**config.mk**
```make
export PLATFORM = sky130hd
export DESIGN_NAME = pipe_control_unit_flat
export DESIGN_NICKNAME = d
export VERILOG_FILES = /design/src/rtl/riscv_ctrl_pkg.sv /design/src/rtl/pipe_control_unit_if.sv /design/src/rtl/ctrl_decoder.sv /design/src/rtl/pipe_control_unit.sv /design/src/flat_wrapper.sv
export SDC_FILE = /design/constraint.sdc
export NUM_CORES = 1
export LEC_CHECK = 0
export BUFFER_PORTS_ARGS = -buffer_cell sky130_fd_sc_hd__buf_2
export CAP_MARGIN = 25
export CORE_UTILIZATION = 34
export DETAILED_ROUTE_END_ITERATION = 6
export GPL_ROUTABILITY_DRIVEN = 0
export PLACE_DENSITY = 0.77
export SYNTH_ARGS = -nofsm -noshare
export SYNTH_HDL_FRONTEND = slang
export SYNTH_SLANG_ARGS = --single-unit
```
**constraint.sdc**
```tcl
create_clock -name clk -period 1.5 [get_ports clk]
set_input_delay 0.075 -clock clk [delete_from_list [all_inputs] [get_ports clk]]
set_output_delay 0.075 -clock clk [all_outputs]
set_load 0.01 [all_outputs]
```
**src/rtl/riscv_ctrl_pkg.sv**
```systemverilog
// riscv_ctrl_pkg -- shared definitions for the RV32I control decoders.
//   Opcode constants, the per-stage control bundle structs and the halt
//   FSM state enum used by the pipelined control unit and ctrl_decoder.
//   Optional feature macro: PIPE_CTRL_MULDIV_EN (see ctrl_decoder).
package riscv_ctrl_pkg;

  localparam logic [6:0] ARITHMETIC     = 7'b0110011;
  localparam logic [6:0] ARITHMETIC_IMM = 7'b0010011;
  localparam logic [6:0] LOAD           = 7'b0000011;
  localparam logic [6:0] STORE          = 7'b0100011;
  localparam logic [6:0] BRANCH         = 7'b1100011;
  localparam logic [6:0] JAL            = 7'b1101111;
  localparam logic [6:0] JALR           = 7'b1100111;
  localparam logic [6:0] LUI            = 7'b0110111;
  localparam logic [6:0] AUIPC          = 7'b0010111;
  localparam logic [6:0] ECALL          = 7'b1110011;
  localparam logic [6:0] FUNCT7_MULDIV  = 7'b0000001;

  typedef struct packed {
    logic alu_src;
    logic is_jal;
    logic is_jalr;
    logic branch;
    logic is_muldiv;
  } ex_ctrl_t;

  typedef struct packed {
    logic mem_read;
    logic mem_write;
  } mem_ctrl_t;

  typedef struct packed {
    logic write_enable;
    logic mem_to_reg;
    logic pc_to_reg;
  } wb_ctrl_t;

  // Full bundle as produced in ID and held in the ID/EX register.
  typedef struct packed {
    ex_ctrl_t  ex;
    mem_ctrl_t mem;
    wb_ctrl_t  wb;
  } ctrl_bundle_t;

  typedef enum logic [1:0] {
    RUN    = 2'd0,
    DRAIN  = 2'd1,
    HALTED = 2'd2
  } halt_state_e;

endpackage

```
**src/rtl/pipe_control_unit_if.sv**
```systemverilog
// pipe_control_unit_if -- ID-side inputs and per-stage control outputs of
//   the pipelined control unit.
//   master: drives id_valid/id_inst/id_rf17/stall/flush, observes controls.
//   slave : the control unit itself.
//   XLEN must match the XLEN of the pipe_control_unit it is bound to.
interface pipe_control_unit_if #(
  parameter int XLEN = 32
);
  logic            id_valid;
  logic [31:0]     id_inst;
  logic [XLEN-1:0] id_rf17;
  logic            stall;
  logic            flush;

  logic            id_uses_rs1;
  logic            id_uses_rs2;
  logic            id_illegal;

  logic            ex_alu_src;
  logic            ex_is_jal;
  logic            ex_is_jalr;
  logic            ex_branch;
  logic            ex_is_muldiv;
  logic            mem_read;
  logic            mem_write;
  logic            wb_write_enable;
  logic            wb_mem_to_reg;
  logic            wb_pc_to_reg;
  logic            halted;

  modport master (
    output id_valid, id_inst, id_rf17, stall, flush,
    input  id_uses_rs1, id_uses_rs2, id_illegal,
    input  ex_alu_src, ex_is_jal, ex_is_jalr, ex_branch, ex_is_muldiv,
    input  mem_read, mem_write,
    input  wb_write_enable, wb_mem_to_reg, wb_pc_to_reg, halted
  );

  modport slave (
    input  id_valid, id_inst, id_rf17, stall, flush,
    output id_uses_rs1, id_uses_rs2, id_illegal,
    output ex_alu_src, ex_is_jal, ex_is_jalr, ex_branch, ex_is_muldiv,
    output mem_read, mem_write,
    output wb_write_enable, wb_mem_to_reg, wb_pc_to_reg, halted
  );
endinterface

```
**src/rtl/ctrl_decoder.sv**
```systemverilog
// ctrl_decoder -- purely combinational RV32I control decoder.
//   inst_i     : instruction word
//   ctrl_o     : EX/MEM/WB control bundle (all-zero for ECALL and illegal)
//   uses_rs1_o : instruction reads rs1
//   uses_rs2_o : instruction reads rs2
//   is_ecall_o : SYSTEM opcode (ECALL)
//   illegal_o  : opcode/encoding not supported (not gated by any valid)
//   Macro PIPE_CTRL_MULDIV_EN: R-type with funct7=0000001 decodes as a
//   mul/div op; without it that encoding is illegal.
module ctrl_decoder
  import riscv_ctrl_pkg::*;
(
  input  logic [31:0]  inst_i,
  output ctrl_bundle_t ctrl_o,
  output logic         uses_rs1_o,
  output logic         uses_rs2_o,
  output logic         is_ecall_o,
  output logic         illegal_o
);

  logic [6:0] opcode;
  logic [6:0] funct7;
  logic       unused_inst_bits;

  assign opcode = inst_i[6:0];
  assign funct7 = inst_i[31:25];
  // Register/immediate fields are consumed by the datapath, not here.
  assign unused_inst_bits = ^inst_i[24:7];

  always_comb begin
    ctrl_o     = '0;
    uses_rs1_o = 1'b0;
    uses_rs2_o = 1'b0;
    is_ecall_o = 1'b0;
    illegal_o  = 1'b0;
    case (opcode)
      ARITHMETIC: begin
        uses_rs1_o = 1'b1;
        uses_rs2_o = 1'b1;
        if (funct7 == FUNCT7_MULDIV) begin
`ifdef PIPE_CTRL_MULDIV_EN
          ctrl_o.wb.write_enable = 1'b1;
          ctrl_o.ex.is_muldiv    = 1'b1;
`else
          illegal_o = 1'b1;
`endif
        end else begin
          ctrl_o.wb.write_enable = 1'b1;
        end
      end
      ARITHMETIC_IMM: begin
        uses_rs1_o             = 1'b1;
        ctrl_o.wb.write_enable = 1'b1;
        ctrl_o.ex.alu_src      = 1'b1;
      end
      LOAD: begin
        uses_rs1_o             = 1'b1;
        ctrl_o.ex.alu_src      = 1'b1;
        ctrl_o.wb.write_enable = 1'b1;
        ctrl_o.mem.mem_read    = 1'b1;
        ctrl_o.wb.mem_to_reg   = 1'b1;
      end
      STORE: begin
        uses_rs1_o           = 1'b1;
        uses_rs2_o           = 1'b1;
        ctrl_o.ex.alu_src    = 1'b1;
        ctrl_o.mem.mem_write = 1'b1;
      end
      BRANCH: begin
        uses_rs1_o       = 1'b1;
        uses_rs2_o       = 1'b1;
        ctrl_o.ex.branch = 1'b1;
      end
      JAL: begin
        ctrl_o.ex.is_jal       = 1'b1;
        ctrl_o.ex.alu_src      = 1'b1;
        ctrl_o.wb.write_enable = 1'b1;
        ctrl_o.wb.pc_to_reg    = 1'b1;
      end
      JALR: begin
        uses_rs1_o             = 1'b1;
        ctrl_o.ex.is_jalr      = 1'b1;
        ctrl_o.ex.alu_src      = 1'b1;
        ctrl_o.wb.write_enable = 1'b1;
        ctrl_o.wb.pc_to_reg    = 1'b1;
      end
      LUI, AUIPC: begin
        ctrl_o.wb.write_enable = 1'b1;
        ctrl_o.ex.alu_src      = 1'b1;
      end
      ECALL: begin
        is_ecall_o = 1'b1;
      end
      default: begin
        illegal_o = 1'b1;
      end
    endcase
  end

endmodule

```
**src/rtl/pipe_control_unit.sv**
```systemverilog
// pipe_control_unit -- pipelined RV32I control: decodes ID and carries the
//   control bundle through ID/EX, EX/MEM and MEM/WB, with stall bubbles,
//   flush and an ECALL halt sequence that drains the pipe before halting.
//   clk     : rising-edge clock
//   reset_n : asynchronous active-low reset
//   bus     : pipe_control_unit_if.slave (ID inputs, per-stage controls)
//   Parameters: XLEN (width of id_rf17), HALT_CODE (x17 value for halt).
//   Macro PIPE_CTRL_MULDIV_EN enables mul/div decode (see ctrl_decoder).
module pipe_control_unit
  import riscv_ctrl_pkg::*;
#(
  parameter int XLEN      = 32,
  parameter int HALT_CODE = 10
) (
  input  logic                clk,
  input  logic                reset_n,
  pipe_control_unit_if.slave  bus
);

  ctrl_bundle_t dec_ctrl;
  logic         dec_uses_rs1;
  logic         dec_uses_rs2;
  logic         dec_is_ecall;
  logic         dec_illegal;

  halt_state_e  state_q, state_d;
  ctrl_bundle_t id_ex_q, id_ex_d;
  mem_ctrl_t    ex_mem_mem_q;
  wb_ctrl_t     ex_mem_wb_q;
  wb_ctrl_t     mem_wb_q;
  // Halt marker rides alongside the bundle so DRAIN knows when the
  // halting ECALL has reached MEM/WB.
  logic         marker_ex_q, marker_ex_d;
  logic         marker_mem_q;
  logic         marker_wb_q;

  logic         id_accept;
  logic         halt_req;

  ctrl_decoder u_decoder (
    .inst_i     (bus.id_inst),
    .ctrl_o     (dec_ctrl),
    .uses_rs1_o (dec_uses_rs1),
    .uses_rs2_o (dec_uses_rs2),
    .is_ecall_o (dec_is_ecall),
    .illegal_o  (dec_illegal)
  );

  assign bus.id_uses_rs1 = dec_uses_rs1;
  assign bus.id_uses_rs2 = dec_uses_rs2;
  assign bus.id_illegal  = bus.id_valid & dec_illegal;

  // flush dominates stall; either way the ID instruction is not consumed.
  assign id_accept = bus.id_valid & ~bus.stall & ~bus.flush & (state_q == RUN);
  assign halt_req  = id_accept & dec_is_ecall & (bus.id_rf17 == XLEN'(HALT_CODE));

  assign id_ex_d     = (id_accept & ~dec_illegal) ? dec_ctrl : '0;
  assign marker_ex_d = halt_req;

  always_ff @(posedge clk or negedge reset_n) begin
    if (!reset_n) begin
      id_ex_q      <= '0;
      ex_mem_mem_q <= '0;
      ex_mem_wb_q  <= '0;
      mem_wb_q     <= '0;
      marker_ex_q  <= 1'b0;
      marker_mem_q <= 1'b0;
      marker_wb_q  <= 1'b0;
    end else begin
      id_ex_q      <= id_ex_d;
      ex_mem_mem_q <= id_ex_q.mem;
      ex_mem_wb_q  <= id_ex_q.wb;
      mem_wb_q     <= ex_mem_wb_q;
      marker_ex_q  <= marker_ex_d;
      marker_mem_q <= marker_ex_q;
      marker_wb_q  <= marker_mem_q;
    end
  end

  always_ff @(posedge clk or negedge reset_n) begin
    if (!reset_n) begin
      state_q <= RUN;
    end else begin
      state_q <= state_d;
    end
  end

  always_comb begin
    state_d = state_q;
    case (state_q)
      RUN:     if (halt_req) state_d = DRAIN;
      DRAIN:   if (marker_wb_q) state_d = HALTED;
      HALTED:  state_d = HALTED;
      default: state_d = RUN;
    endcase
  end

  assign bus.ex_alu_src      = id_ex_q.ex.alu_src;
  assign bus.ex_is_jal       = id_ex_q.ex.is_jal;
  assign bus.ex_is_jalr      = id_ex_q.ex.is_jalr;
  assign bus.ex_branch       = id_ex_q.ex.branch;
  assign bus.ex_is_muldiv    = id_ex_q.ex.is_muldiv;
  assign bus.mem_read        = ex_mem_mem_q.mem_read;
  assign bus.mem_write       = ex_mem_mem_q.mem_write;
  assign bus.wb_write_enable = mem_wb_q.write_enable;
  assign bus.wb_mem_to_reg   = mem_wb_q.mem_to_reg;
  assign bus.wb_pc_to_reg    = mem_wb_q.pc_to_reg;
  assign bus.halted          = (state_q == HALTED);

endmodule

```
**src/flat_wrapper.sv**
```systemverilog
// flat-port wrapper written by rule: the top's interface ports become plain ports
module pipe_control_unit_flat import riscv_ctrl_pkg::*;
#(
  parameter int XLEN      = 32,
  parameter int HALT_CODE = 10
)
  (clk, reset_n, bus_id_valid, bus_id_inst, bus_id_rf17, bus_stall, bus_flush, bus_id_uses_rs1, bus_id_uses_rs2, bus_id_illegal, bus_ex_alu_src, bus_ex_is_jal, bus_ex_is_jalr, bus_ex_branch, bus_ex_is_muldiv, bus_mem_read, bus_mem_write, bus_wb_write_enable, bus_wb_mem_to_reg, bus_wb_pc_to_reg, bus_halted);
  pipe_control_unit_if #(.XLEN(XLEN)) bus_i ();
  input  logic clk;
  input  logic reset_n;
  input wire logic [$bits(bus_i.id_valid)-1:0] bus_id_valid;
  input wire logic [$bits(bus_i.id_inst)-1:0] bus_id_inst;
  input wire logic [$bits(bus_i.id_rf17)-1:0] bus_id_rf17;
  input wire logic [$bits(bus_i.stall)-1:0] bus_stall;
  input wire logic [$bits(bus_i.flush)-1:0] bus_flush;
  output wire logic [$bits(bus_i.id_uses_rs1)-1:0] bus_id_uses_rs1;
  output wire logic [$bits(bus_i.id_uses_rs2)-1:0] bus_id_uses_rs2;
  output wire logic [$bits(bus_i.id_illegal)-1:0] bus_id_illegal;
  output wire logic [$bits(bus_i.ex_alu_src)-1:0] bus_ex_alu_src;
  output wire logic [$bits(bus_i.ex_is_jal)-1:0] bus_ex_is_jal;
  output wire logic [$bits(bus_i.ex_is_jalr)-1:0] bus_ex_is_jalr;
  output wire logic [$bits(bus_i.ex_branch)-1:0] bus_ex_branch;
  output wire logic [$bits(bus_i.ex_is_muldiv)-1:0] bus_ex_is_muldiv;
  output wire logic [$bits(bus_i.mem_read)-1:0] bus_mem_read;
  output wire logic [$bits(bus_i.mem_write)-1:0] bus_mem_write;
  output wire logic [$bits(bus_i.wb_write_enable)-1:0] bus_wb_write_enable;
  output wire logic [$bits(bus_i.wb_mem_to_reg)-1:0] bus_wb_mem_to_reg;
  output wire logic [$bits(bus_i.wb_pc_to_reg)-1:0] bus_wb_pc_to_reg;
  output wire logic [$bits(bus_i.halted)-1:0] bus_halted;
  assign bus_i.id_valid = bus_id_valid;
  assign bus_i.id_inst = bus_id_inst;
  assign bus_i.id_rf17 = bus_id_rf17;
  assign bus_i.stall = bus_stall;
  assign bus_i.flush = bus_flush;
  assign bus_id_uses_rs1 = bus_i.id_uses_rs1;
  assign bus_id_uses_rs2 = bus_i.id_uses_rs2;
  assign bus_id_illegal = bus_i.id_illegal;
  assign bus_ex_alu_src = bus_i.ex_alu_src;
  assign bus_ex_is_jal = bus_i.ex_is_jal;
  assign bus_ex_is_jalr = bus_i.ex_is_jalr;
  assign bus_ex_branch = bus_i.ex_branch;
  assign bus_ex_is_muldiv = bus_i.ex_is_muldiv;
  assign bus_mem_read = bus_i.mem_read;
  assign bus_mem_write = bus_i.mem_write;
  assign bus_wb_write_enable = bus_i.wb_write_enable;
  assign bus_wb_mem_to_reg = bus_i.wb_mem_to_reg;
  assign bus_wb_pc_to_reg = bus_i.wb_pc_to_reg;
  assign bus_halted = bus_i.halted;
  pipe_control_unit #(.XLEN(XLEN), .HALT_CODE(HALT_CODE)) u_core (.clk(clk), .reset_n(reset_n), .bus(bus_i));
endmodule
```
==> key figures, run 1 <==
Power and ir drop
  • Power Density: 660 nW/um^2
  • Leakage: 0.770 nW
  • VDD IR max: 0.360 mV

Final layout
  • Multi-input logic area: 505 sq um
  • Fin nets: 246
  • Inserted Diodes: 0
  • Largest register FFs: 4
  • Final Cell Area: 1480 sq um
  • Register area: 500 sq um
  • Top reg by flops: u_core.id_ex_q
  • Area delta synth->final: 43.5%
  • Largest registers: u_core.id_ex_q x4, u_core.ex_mem_wb_q x2, u_core.state_q x2
  • Fillers: 276
  • Layout cells sized above 1: 0.477

Critical path
  • Worst reg2reg path depth: 8
  • Worst Setup End Kind: register
  • CP Launch Point: u_core.state_q[0]$_DFFE_PN0P_
  • CP Launch Type: register
  • Crit path DAT: 1.63 ns
  • Crit path max fanout: 3
  • Worst reg2reg setup slack: 0.05 ns
  • R2r startpoint: u_core.state_q[0]$_DFFE_PN0P_
  • Critical Path RT: 1.68 ns
  • Reg2reg end: u_core.bus.ex_is_jal$_DFF_PN0_
  • Crit Path Class: register to register

Clock tree
  • CTS Sinks: 20
  • Worst-Skew Late Latency: 0.28 ns
  • Cts bufs inserted: 3
  • Clock-pin slew on the worst setup and hold paths: 0.10 ns
  • Clock Tree Buf Depth: 2
  • CTS tree: built
  • Root Buffer: clkbuf_4
  • H-tree depth: 1

Yosys
  • Mapped Area: 1030 sq um
  • Leading area contributor after synthesis: dfrtp_1
  • Synth Net Count: 172
  • Async SR Flop Fraction: 1.00
  • Sequential-to-total area share from yosys stat: 0.486
  • Synthesized instance count: 99
  • Commonest register cell after synthesis: dfrtp_1
  • Yosys warning count: 0
  • Library cells used by synthesis: 36
  • Top cell type's share of synthesized area: 0.486
  • Synthesized flop and latch total: 20
  • Syn Area/Cell: 10.4 sq um
  • Synth area leaders: dfrtp_1 49%, nor4_1 5.5%, ha_1 4.9%
  • EDFF count, synth: 0

Floorplanning
  • Die ar.: 3250 sq um
  • # rows: 19
  • Core Region: 2810 sq um
  • Die X: 57.0 um
  • Initial core utilization: 0.367
  • Die Ht: 57.0 um
  • I/O pin count: 83

Timing
  • Setup violations, final: 0
  • Max-slew violations: 0
  • Min Hold Slack: 0.0545 ns
  • RSZ-0062 raised after global routing: no
  • Tcrit/Tclk final: 0.964
  • Fin crit period: 1.45 ns
  • Clock Skews: 0.00147 ns
  • Setup ws final: 0.0541 ns
  • Hold Violations, Final: 0
  • Fmax: 0.692 GHz

Detailed routing
  • Total Routed Length: 2.52 mm
  • 1st-pass router iterations: 6
  • Vias per std cell: 5.19
  • Routed vias: 1053
  • Iter 0 DRT Violations: 33
  • Remaining DRCs: 3
  • Routed WL per cell: 12.4 um
  • Final antenna-violating net count: 0

Global route
  • Initial antenna violation count: 0
  • Number of global-route vias before repair: 1028
  • Largest net degree at the start of global routing: 21
  • Tot GR Track Use: 0.168
  • Gr ovfl total: 0
  • Global-route wire length before repair: 4.39 mm

Place
  • Dpl hpwl: 2.09 mm
  • Placement Setup Slack: -0.00229 ns
  • Dpl cell area: 1390 sq um
  • PortBufs: 63

Worst hold path
  • Worst hold path type: input pin to register
  • Worst hold start: bus_id_inst[5]
  • Hold Crit Depth: 2
  • Hold path endpoint: u_core.id_ex_q[4]$_DFF_PN0_

Run status
  • Violated checks: design-rule violations
  • Status: finished, violations left

Run
  • # Max-Cap Violations: 0
## final cells by class
cell class | count | area share
multi-input cells | 73 | 0.342
flip-flops and latches | 20 | 0.339
repair buffers | 72 | 0.261
well taps | 31 | 0.0262
clock buffers | 4 | 0.0246
inverters | 3 | 0.00762
## per-stage QoR
step	TNS (ns)	cells	total power, W	util
2_1_floorplan	0	99	0.000603	-
3_5_place_dp	-0.00229	195	0.000689	0.497
6_report	0	203	0.000975	0.527
3_3_place_gp	0	195	0.000683	0.497
4_1_cts	0	202	0.000980	0.519
5_1_grt	0	203	0.00103	0.527
## routing by layer
layer  GRT usage  up-vias  share of wire
met3      0.0272        2          0.034
met2       0.311       32           0.56
met5           0        -              0
met4      0.0453        0         0.0040
li1            -      518              -
met1       0.201      501           0.40
## cells in the final DEF, fill, tap and decap left out, types with 3 or more instances in the layout
cell	n
buf_2	63
dfrtp_1	20
nor4_1	9
buf_4	8
nand2_1	7
nor2_1	6
a21oi_1	5
nand3_1	4
and3_1	3
ha_1	3
clkbuf_4	3
## synthesized netlist by cell type, drive strengths merged, types with 2 or more instances
cell     n
o221ai   2
buf      3
nor3     3
nor2b    2
a21oi    5
nand2    7
nand2b   2
ha       4
nor3b    2
and4bb   2
and3     3
nand4b   2
nand3    4
dfrtp   20
nand4    2
nor2     7
a22oi    2
inv      3
nor4     9
## cell families after synthesis
family	after synthesis	synth area share
compound gates	13	0.0814
fa+ha+maj	4	0.0486
buf+inv	6	0.0401
flops	20	0.486
mux	1	0.0109
other cells	1	0.00364
simple gates	54	0.329
## where the power goes
group / internal [W] / switching [W] / leakage (nW)
registers: 0.000540 / 0.000000271 / 0.279
logic: 0.0000744 / 0.0000675 / 0.469
clock network: 0.000148 / 0.000146 / 0.0210
## timing repair
item,in CTS,in global routing
pin swaps,3,2
gates resized for setup,1,4
endpoints found under the setup margin,2,4
endpoints found under the hold margin,20,0
setup buffers,2,1
hold buffers,1,0
## worst max path at each step
stage,end,cells past startpoint,slack [ns]
2_1_floorplan,u_core.state_q[0]$_DFFE_PN0P_,6,0.05
5_1_grt,u_core.bus.ex_is_jal$_DFF_PN0_,8,0.002
3_3_place_gp,u_core.state_q[0]$_DFFE_PN0P_,6,0.02
6_report,u_core.bus.ex_is_jal$_DFF_PN0_,8,0.05
4_1_cts,u_core.state_q[1]$_DFFE_PN0P_,6,0.002
3_5_place_dp,u_core.state_q[1]$_DFFE_PN0P_,6,-0.002
## worst max-delay path, cell delays in order (launching register included)
cell and delay [ns]:
dfrtp_1 0.38, inv_2 0.06, ha_4 0.16, and4bb_1 0.20, buf_4 0.14, buf_4 0.12
nand2_1 0.08, nor2_2 0.04, and2_1 0.15
Note: power is estimated with default switching activity, not from simulation.
==> run 2: changes to the inputs <==
CORE_UTILIZATION = 37   (was 34)
PLACE_DENSITY = 0.79   (was 0.77)
SYNTH_HIERARCHICAL = 1   (was unset)
==> run 2 against run 1 <==
The run ends with negative setup slack left. Synthesized area increased by 14%. Wire length increased by 15%. Clock skew up 0.00060 ns. Fmax is 16% lower. Power increased by 10%. Die area rose by 4.6%. Critical path type unchanged. Largest power group unchanged.
==> key figures, run 2 <==
Timing
  • Fin crit period: 1.71 ns (+0.267 ns)
  • Hold Violations, Final: 0 (unchanged)
  • RSZ-0062 raised after global routing: yes
  • Setup TNS: -0.481 ns (-0.481 ns)
  • Tcrit/Tclk final: 1.14 (+0.178)
  • Setup ws final: -0.213 ns (-0.267 ns)
  • Clock Skews: 0.00207 ns (+0.000597 ns)
  • Fmax: 0.584 GHz (-16%)
  • Setup violations, final: 3 (+3)
  • Min Hold Slack: 0.118 ns (+0.0633 ns)
  • Max-slew violations: 0 (unchanged)

Global route
  • Initial antenna violation count: 0 (unchanged)
  • Number of global-route vias before repair: 1121 (+9.0%)
  • Largest net degree at the start of global routing: 24 (+14%)
  • Global-route wire length before repair: 4.53 mm (+3.3%)
  • Tot GR Track Use: 0.175 (+0.00766)
  • Gr ovfl total: 0 (unchanged)

Final layout
  • Largest register FFs: 5 (+1)
  • Area delta synth->final: 51.4%
  • Register area: 576 sq um (+15%)
  • Final Cell Area: 1780 sq um (+20%)
  • Largest registers: u_core/id_ex_q x5, u_core/ex_mem_wb_q x3, u_core/state_q x2
  • Fillers: 261 (-5.4%)
  • Finished Layout Cells: 237 (+17%)
  • Fin nets: 267 (+8.5%)
  • Layout cells sized above 1: 0.523 (+0.0466)
  • Inserted Diodes: 0 (unchanged)
  • Top reg by flops: u_core/id_ex_q
  • Leading cell type in the layout, fill and taps excluded: buf_2
  • Multi-input logic area: 601 sq um (+19%)
  • Most frequent cells in the layout: 62 x buf_2, 23 x dfrtp_1, 19 x buf_4

Critical path
  • Crit path DAT: 1.95 ns (+0.32 ns)
  • CP cell instances: inv_2 > buf_4 > ha_1 > or2b_1 > or4_1 > nand3_1
  • Slowest-stage cell, CP: or4_1
  • Crit path buf inv count: 2 (-1)
  • CP Launch Type: register
  • Critical Path RT: 1.74 ns (+0.06 ns)
  • R2r startpoint: u_core/state_q[0]$_DFFE_PN0P_
  • Crit path max-delay family: simple AND/OR/NAND/NOR gates
  • Crit path largest cell delay: 0.52 ns (+0.14 ns)
  • Crit Path Class: register to register
  • Crit path max fanout: 3 (unchanged)
  • CP Launch Point: u_core/state_q[0]$_DFFE_PN0P_
  • Worst Setup End Kind: register

Floorplanning
  • Die Ht: 58.3 um (+2.3%)
  • Die ar.: 3400 sq um (+4.6%)
  • I/O pin count: 83 (unchanged)
  • Core Region: 3030 sq um (+7.9%)
  • Initial core utilization: 0.388 (+0.0205)
  • Die X: 58.3 um (+2.3%)
  • # rows: 20 (+1)

Yosys
  • Async SR Flop Fraction: 1.00 (unchanged)
  • Synthesized flop and latch total: 23 (+15%)
  • Most frequent cell after synthesis: dfrtp_1
  • Library cells used by synthesis: 36 (unchanged)
  • Synth Net Count: 181 (+5.2%)
  • Synthesized instance count: 108 (+9.1%)
  • EDFF count, synth: 0 (unchanged)
  • Commonest register cell after synthesis: dfrtp_1
  • Post-synth top cells: 23 x dfrtp_1, 14 x and2_1, 6 x inv_1
  • Leading area contributor after synthesis: dfrtp_1
  • Mapped Area: 1170 sq um (+14%)
  • Top cell type's share of synthesized area: 0.490 (+0.00438)
  • Synth area leaders: dfrtp_1 49%, and2_1 7.5%, ha_1 4.3%
  • Syn Area/Cell: 10.9 sq um (+4.5%)
  • Yosys warning count: 6 (+6)
  • Sequential-to-total area share from yosys stat: 0.490 (+0.00438)

Detailed routing
  • Routed vias: 1107 (+5.1%)
  • 1st-pass router iterations: 4 (-2)
  • Final antenna-violating net count: 0 (unchanged)
  • Routed WL per cell: 12.2 um (-1.5%)
  • Total Routed Length: 2.90 mm (+15%)
  • Remaining DRCs: 0 (-3)
  • Vias per std cell: 4.67 (-10%)
  • Iter 0 DRT Violations: 22 (-33%)

Worst hold path
  • Worst hold start: bus_id_rf17[0]
  • Worst hold path type: input pin to register

Power and ir drop
  • Leakage: 0.926 nW (+20%)
  • Power Density: 605 nW/um^2 (-8.3%)
  • VDD IR max: 0.267 mV (-26%)

Clock tree
  • Clock Tree Buf Depth: 2 (unchanged)
  • CTS tree: built
  • Cts bufs inserted: 3 (unchanged)
  • H-tree depth: 1 (unchanged)
  • Root Buffer: clkbuf_4
  • CTS Sinks: 23 (+15%)
  • Clock-pin slew on the worst setup and hold paths: 0.11 ns (about the same)
  • Worst-Skew Late Latency: 0.29 ns (about the same)

Place
  • Placement Setup Slack: -0.315 ns (-0.312 ns)
  • PortBufs: 64 (+1.6%)
  • Placed Cells: 229 (+17%)
  • Dpl hpwl: 2.33 mm (+11%)
  • Dpl cell area: 1670 sq um (+20%)

Run
  • # Max-Cap Violations: 0 (unchanged)

Run status
  • Violated checks: negative setup slack
  • Status: finished, violations left
run 2: final timing paths:
path,to,slack (ns),depth (start not counted)
worst min-delay path,u_core/marker_ex_q$_DFF_PN0_,0.12,4
worst max-delay path,u_core/state_q[0]$_DFFE_PN0P_,-0.21,6
worst min register to register,u_core/bus.wb_mem_to_reg$_DFF_PN0_,0.36,0
max in group asynchronous,u_core/ex_mem_wb_q[0]$_DFF_PN0_,0.91,2
min in group asynchronous,u_core/marker_wb_q$_DFF_PN0_,0.26,2
worst max register to register,u_core/state_q[0]$_DFFE_PN0P_,-0.21,6
run 2: final cells by class:
class                           instances  area share
Inverter                                6      0.0127
Sequential cell                        23       0.324
Timing Repair Buffer                   85       0.280
Multi-Input combinational cell         75       0.338
Clock buffer                            4      0.0148
Tap cell                               44      0.0310
run 2: cells by family (layout without fill, tap and decap cells):
group,Yosys count,after routing,share of synthesized area
and+or+nand+nor,56,57,0.319
DFF,23,23,0.490
AOI/OAI and AO/OA,13,13,0.101
buffers and inverters,11,95,0.0437
adders and majority gates,4,4,0.0426
other,1,1,0.00320
run 2: power breakdown:
part | switching (W) | internal, W | total (W)
clock | 0.000164 | 0.000103 | 0.000267
sequential | 0.000000747 | 0.000621 | 0.000622
combinational | 0.0000825 | 0.000104 | 0.000186
run 2: per-layer routing:
metal  wire length, um  vias up  GRT usage
met5                 0        -          0
met1              1170      497      0.187
met4                88        0     0.0952
met2              1510       44      0.325
met3               130        8     0.0330
li1                  -      558          -
run 2: worst min-delay path: cells and delay by family:
kind	cells	cell delay [ns]
simple gates	3	0.23
buf+inv	1	0.08
run 2: per-stage QoR:
stage,total power (W),utilization
floorplan,0.000688,-
global placement,0.000795,0.551
detailed placement,0.000803,0.551
CTS,0.00107,0.570
global route,0.00113,0.587
finish,0.00108,0.587
run 2: what timing repair did:
| item | 4_1_cts | 5_1_grt |
|---|---|---|
| endpoints found under the hold margin | 23 | 0 |
| hold buffers | 1 | 0 |
| gates cloned | 0 | 1 |
| resized for setup | 3 | 8 |
| setup buffers | 1 | 2 |
| setup endpoints to repair | 12 | 12 |
| pin swaps | 5 | 3 |
==> run 3: changes to the inputs <==
CELL_PAD_IN_SITES_DETAIL_PLACEMENT = 2   (was unset)
CELL_PAD_IN_SITES_GLOBAL_PLACEMENT = 2   (was unset)
CORE_UTILIZATION = 20   (was 37)
PLACE_DENSITY = 0.78   (was 0.79)
==> run 3 against run 2 <==
The run still ends with negative setup slack left. Critical path depth unchanged. Via count is 5.8% higher. Largest power group unchanged. Die area is 82% higher. Sequential share of layout area decreased by 1.6 points. Register-to-register slack better by 0.05 ns. Hold slack gained 0.060 ns. Critical endpoint unchanged. Global-route usage down 4.8 points. Worst setup slack better by 0.055 ns. Count of clock-buffer cells in the layout shrank 1. Clock skew shrank 0.00082 ns. Clock power is 38% higher.
==> key figures, run 3 (synthesis gave the netlist of run 2 again) <==
Place
  • Placed Cells: 262 (+14%)
  • PortBufs: 64 (unchanged)
  • Dpl hpwl: 3.16 mm (+36%)

Critical path
  • Crit path max fanout: 3 (unchanged)
  • Crit Path Class: register to register
  • Slowest-stage cell, CP: or4_1
  • Worst reg2reg path depth: 6 (unchanged)
  • Crit path DAT: 1.86 ns (-0.09 ns)
  • Critical Path RT: 1.70 ns (-0.04 ns)
  • CP Launch Point: u_core/state_q[0]$_DFFE_PN0P_
  • CP Launch Type: register
  • Crit path largest cell delay: 0.50 ns (-0.02 ns)
  • Worst reg2reg setup slack: -0.16 ns (+0.05 ns)
  • CP cell instances: inv_2 > buf_4 > ha_1 > or2b_1 > or4_1 > nand3_1
  • R2r startpoint: u_core/state_q[0]$_DFFE_PN0P_
  • Reg2reg end: u_core/state_q[0]$_DFFE_PN0P_
  • Worst Setup End Kind: register

Final layout
  • Fin nets: 275 (+3.0%)
  • Most frequent cells in the layout: 63 x buf_2, 28 x buf_4, 23 x dfrtp_1
  • Top reg by flops: u_core/id_ex_q
  • Finished Layout Cells: 273 (+15%)
  • Leading cell type in the layout, fill and taps excluded: buf_2
  • Area delta synth->final: 59.5%
  • Largest registers: u_core/id_ex_q x5, u_core/ex_mem_wb_q x3, u_core/state_q x2
  • Layout cells sized above 1: 0.537 (+0.0140)
  • Largest register FFs: 5 (unchanged)
  • Inserted Diodes: 0 (unchanged)

Global route
  • Number of global-route vias before repair: 1240 (+11%)
  • Global-route wire length before repair: 5.96 mm (+32%)
  • Tot GR Track Use: 0.127 (-0.0482)
  • Largest net degree at the start of global routing: 24 (unchanged)
  • Gr ovfl total: 0 (unchanged)
  • Initial antenna violation count: 0 (unchanged)

Timing
  • Hold Violations, Final: 0 (unchanged)
  • Fmax: 0.603 GHz (+3.3%)
  • Clock Skews: 0.00125 ns (-0.000817 ns)
  • Setup ws final: -0.158 ns (+0.0546 ns)
  • Setup violations, final: 2 (-1)
  • Fin crit period: 1.66 ns (-0.0546 ns)
  • Tcrit/Tclk final: 1.11 (-0.0364)
  • Min Hold Slack: 0.178 ns (+0.0599 ns)
  • RSZ-0062 raised after global routing: yes
  • Max-slew violations: 0 (unchanged)

Worst hold path
  • Hold Crit Depth: 4 (unchanged)
  • Worst hold path type: input pin to register
  • Worst hold start: bus_id_rf17[0]
  • Hold path endpoint: u_core/marker_ex_q$_DFF_PN0_

Detailed routing
  • Remaining DRCs: 0 (unchanged)
  • Vias per std cell: 4.29 (-8.2%)
  • Routed vias: 1171 (+5.8%)
  • Iter 0 DRT Violations: 18 (-18%)
  • Final antenna-violating net count: 0 (unchanged)
  • Routed WL per cell: 13.8 um (+13%)
  • 1st-pass router iterations: 4 (unchanged)
  • Total Routed Length: 3.77 mm (+30%)

Floorplanning
  • Die X: 78.6 um (+35%)
  • # rows: 27 (+35%)
  • I/O pin count: 83 (unchanged)
  • Initial core utilization: 0.211 (-0.177)
  • Core Region: 5570 sq um (+84%)
  • Die ar.: 6180 sq um (+82%)
  • Die Ht: 78.6 um (+35%)

Clock tree
  • H-tree depth: 1 (unchanged)
  • Clock Tree Buf Depth: 2 (unchanged)
  • Worst-Skew Late Latency: 0.26 ns (-0.03 ns)
  • Cts bufs inserted: 3 (unchanged)
  • Root Buffer: clkbuf_8
  • Clock-pin slew on the worst setup and hold paths: 0.07 ns (-0.04 ns)
  • CTS tree: built
  • CTS Sinks: 23 (unchanged)

Power and ir drop
  • Leakage: 0.967 nW (+4.4%)
  • Power Density: 633 nW/um^2 (+4.6%)
  • VDD IR max: 0.232 mV (-13%)

Run
  • # Max-Cap Violations: 0 (unchanged)

Run status
  • Status: finished, violations left
  • Violated checks: negative setup slack
==> run 3: cell count changes in the layout (fill, tap and decap cells not counted), sizes merged <==
| cell | change |
|---|---|
| clkinv | +1 |
| clkbuf | -1 |
| buf | +8 |
==> run 3: final cells by class <==
type	count	area [sq um]
Sequential cell	23	576
Inverter	6	22.5
Tap cell	72	90.1
Fill cell	652	3700
Multi-Input combinational cell	75	591
Clock inverter	1	5.00
Clock buffer	3	41.3
Timing Repair Buffer	93	547
==> run 3: worst max path at each step <==
stage | end | depth (start not counted) | slack (ns)
detailed placement | u_core/state_q[0]$_DFFE_PN0P_ | 8 | -0.27
global placement | u_core/state_q[0]$_DFFE_PN0P_ | 7 | -0.25
CTS | u_core/state_q[0]$_DFFE_PN0P_ | 7 | -0.19
global route | u_core/state_q[0]$_DFFE_PN0P_ | 7 | -0.30
finish | u_core/state_q[0]$_DFFE_PN0P_ | 6 | -0.16
floorplan | u_core/state_q[0]$_DFFE_PN0P_ | 6 | -0.1
==> run 3: report_power, final <==
part | internal (W) | leakage [nW] | switching (W)
combinational | 0.000110 | 0.620 | 0.0000858
clock | 0.000185 | 0.0255 | 0.000183
sequential | 0.000621 | 0.321 | 0.000000834
total | 0.000915 | 0.967 | 0.000269
==> run 3: stage by stage <==
stage | cell area (sq um) | worst slack [ns] | total power, W | setup TNS (ns) | util
floorplan | 1190 | -0.0986 | 0.000688 | -0.197 | -
global placement | 1740 | -0.252 | 0.000809 | -1.51 | 0.312
detailed placement | 1740 | -0.266 | 0.000816 | -2.35 | 0.312
CTS | 1840 | -0.194 | 0.00120 | -0.448 | 0.330
global route | 1870 | -0.296 | 0.00125 | -0.627 | 0.336
finish | 1870 | -0.158 | 0.00118 | -0.314 | 0.336
==> run 3: timing repair <==
action                     in CTS  in global routing
resized for setup               5                  1
hold buffers                    1                  0
pin swaps                       8                  3
buffers inserted                3                  4
setup endpoints to repair      12                 13
cloned                          0                  1
hold endpoints to repair       23                  0
==> run 3: routing by layer <==
| layer | vias to the layer above | global-route usage | part of all wire |
|---|---|---|---|
| met5 | - | 0 | 0 |
| met4 | 0 | 0.0870 | 0.034 |
| met3 | 10 | 0.0256 | 0.040 |
| met2 | 31 | 0.215 | 0.52 |
| met1 | 561 | 0.143 | 0.40 |
| li1 | 569 | - | - |
==> run 3: worst max-delay path, delay by kind of cell, from the launching register on <==
family | cells | cell delay [ns]
buffers and inverters | 2 | 0.20
adder cells (fa/ha/maj) | 1 | 0.16
AND/OR/NAND/NOR | 3 | 0.83
flip-flops | 1 | 0.42
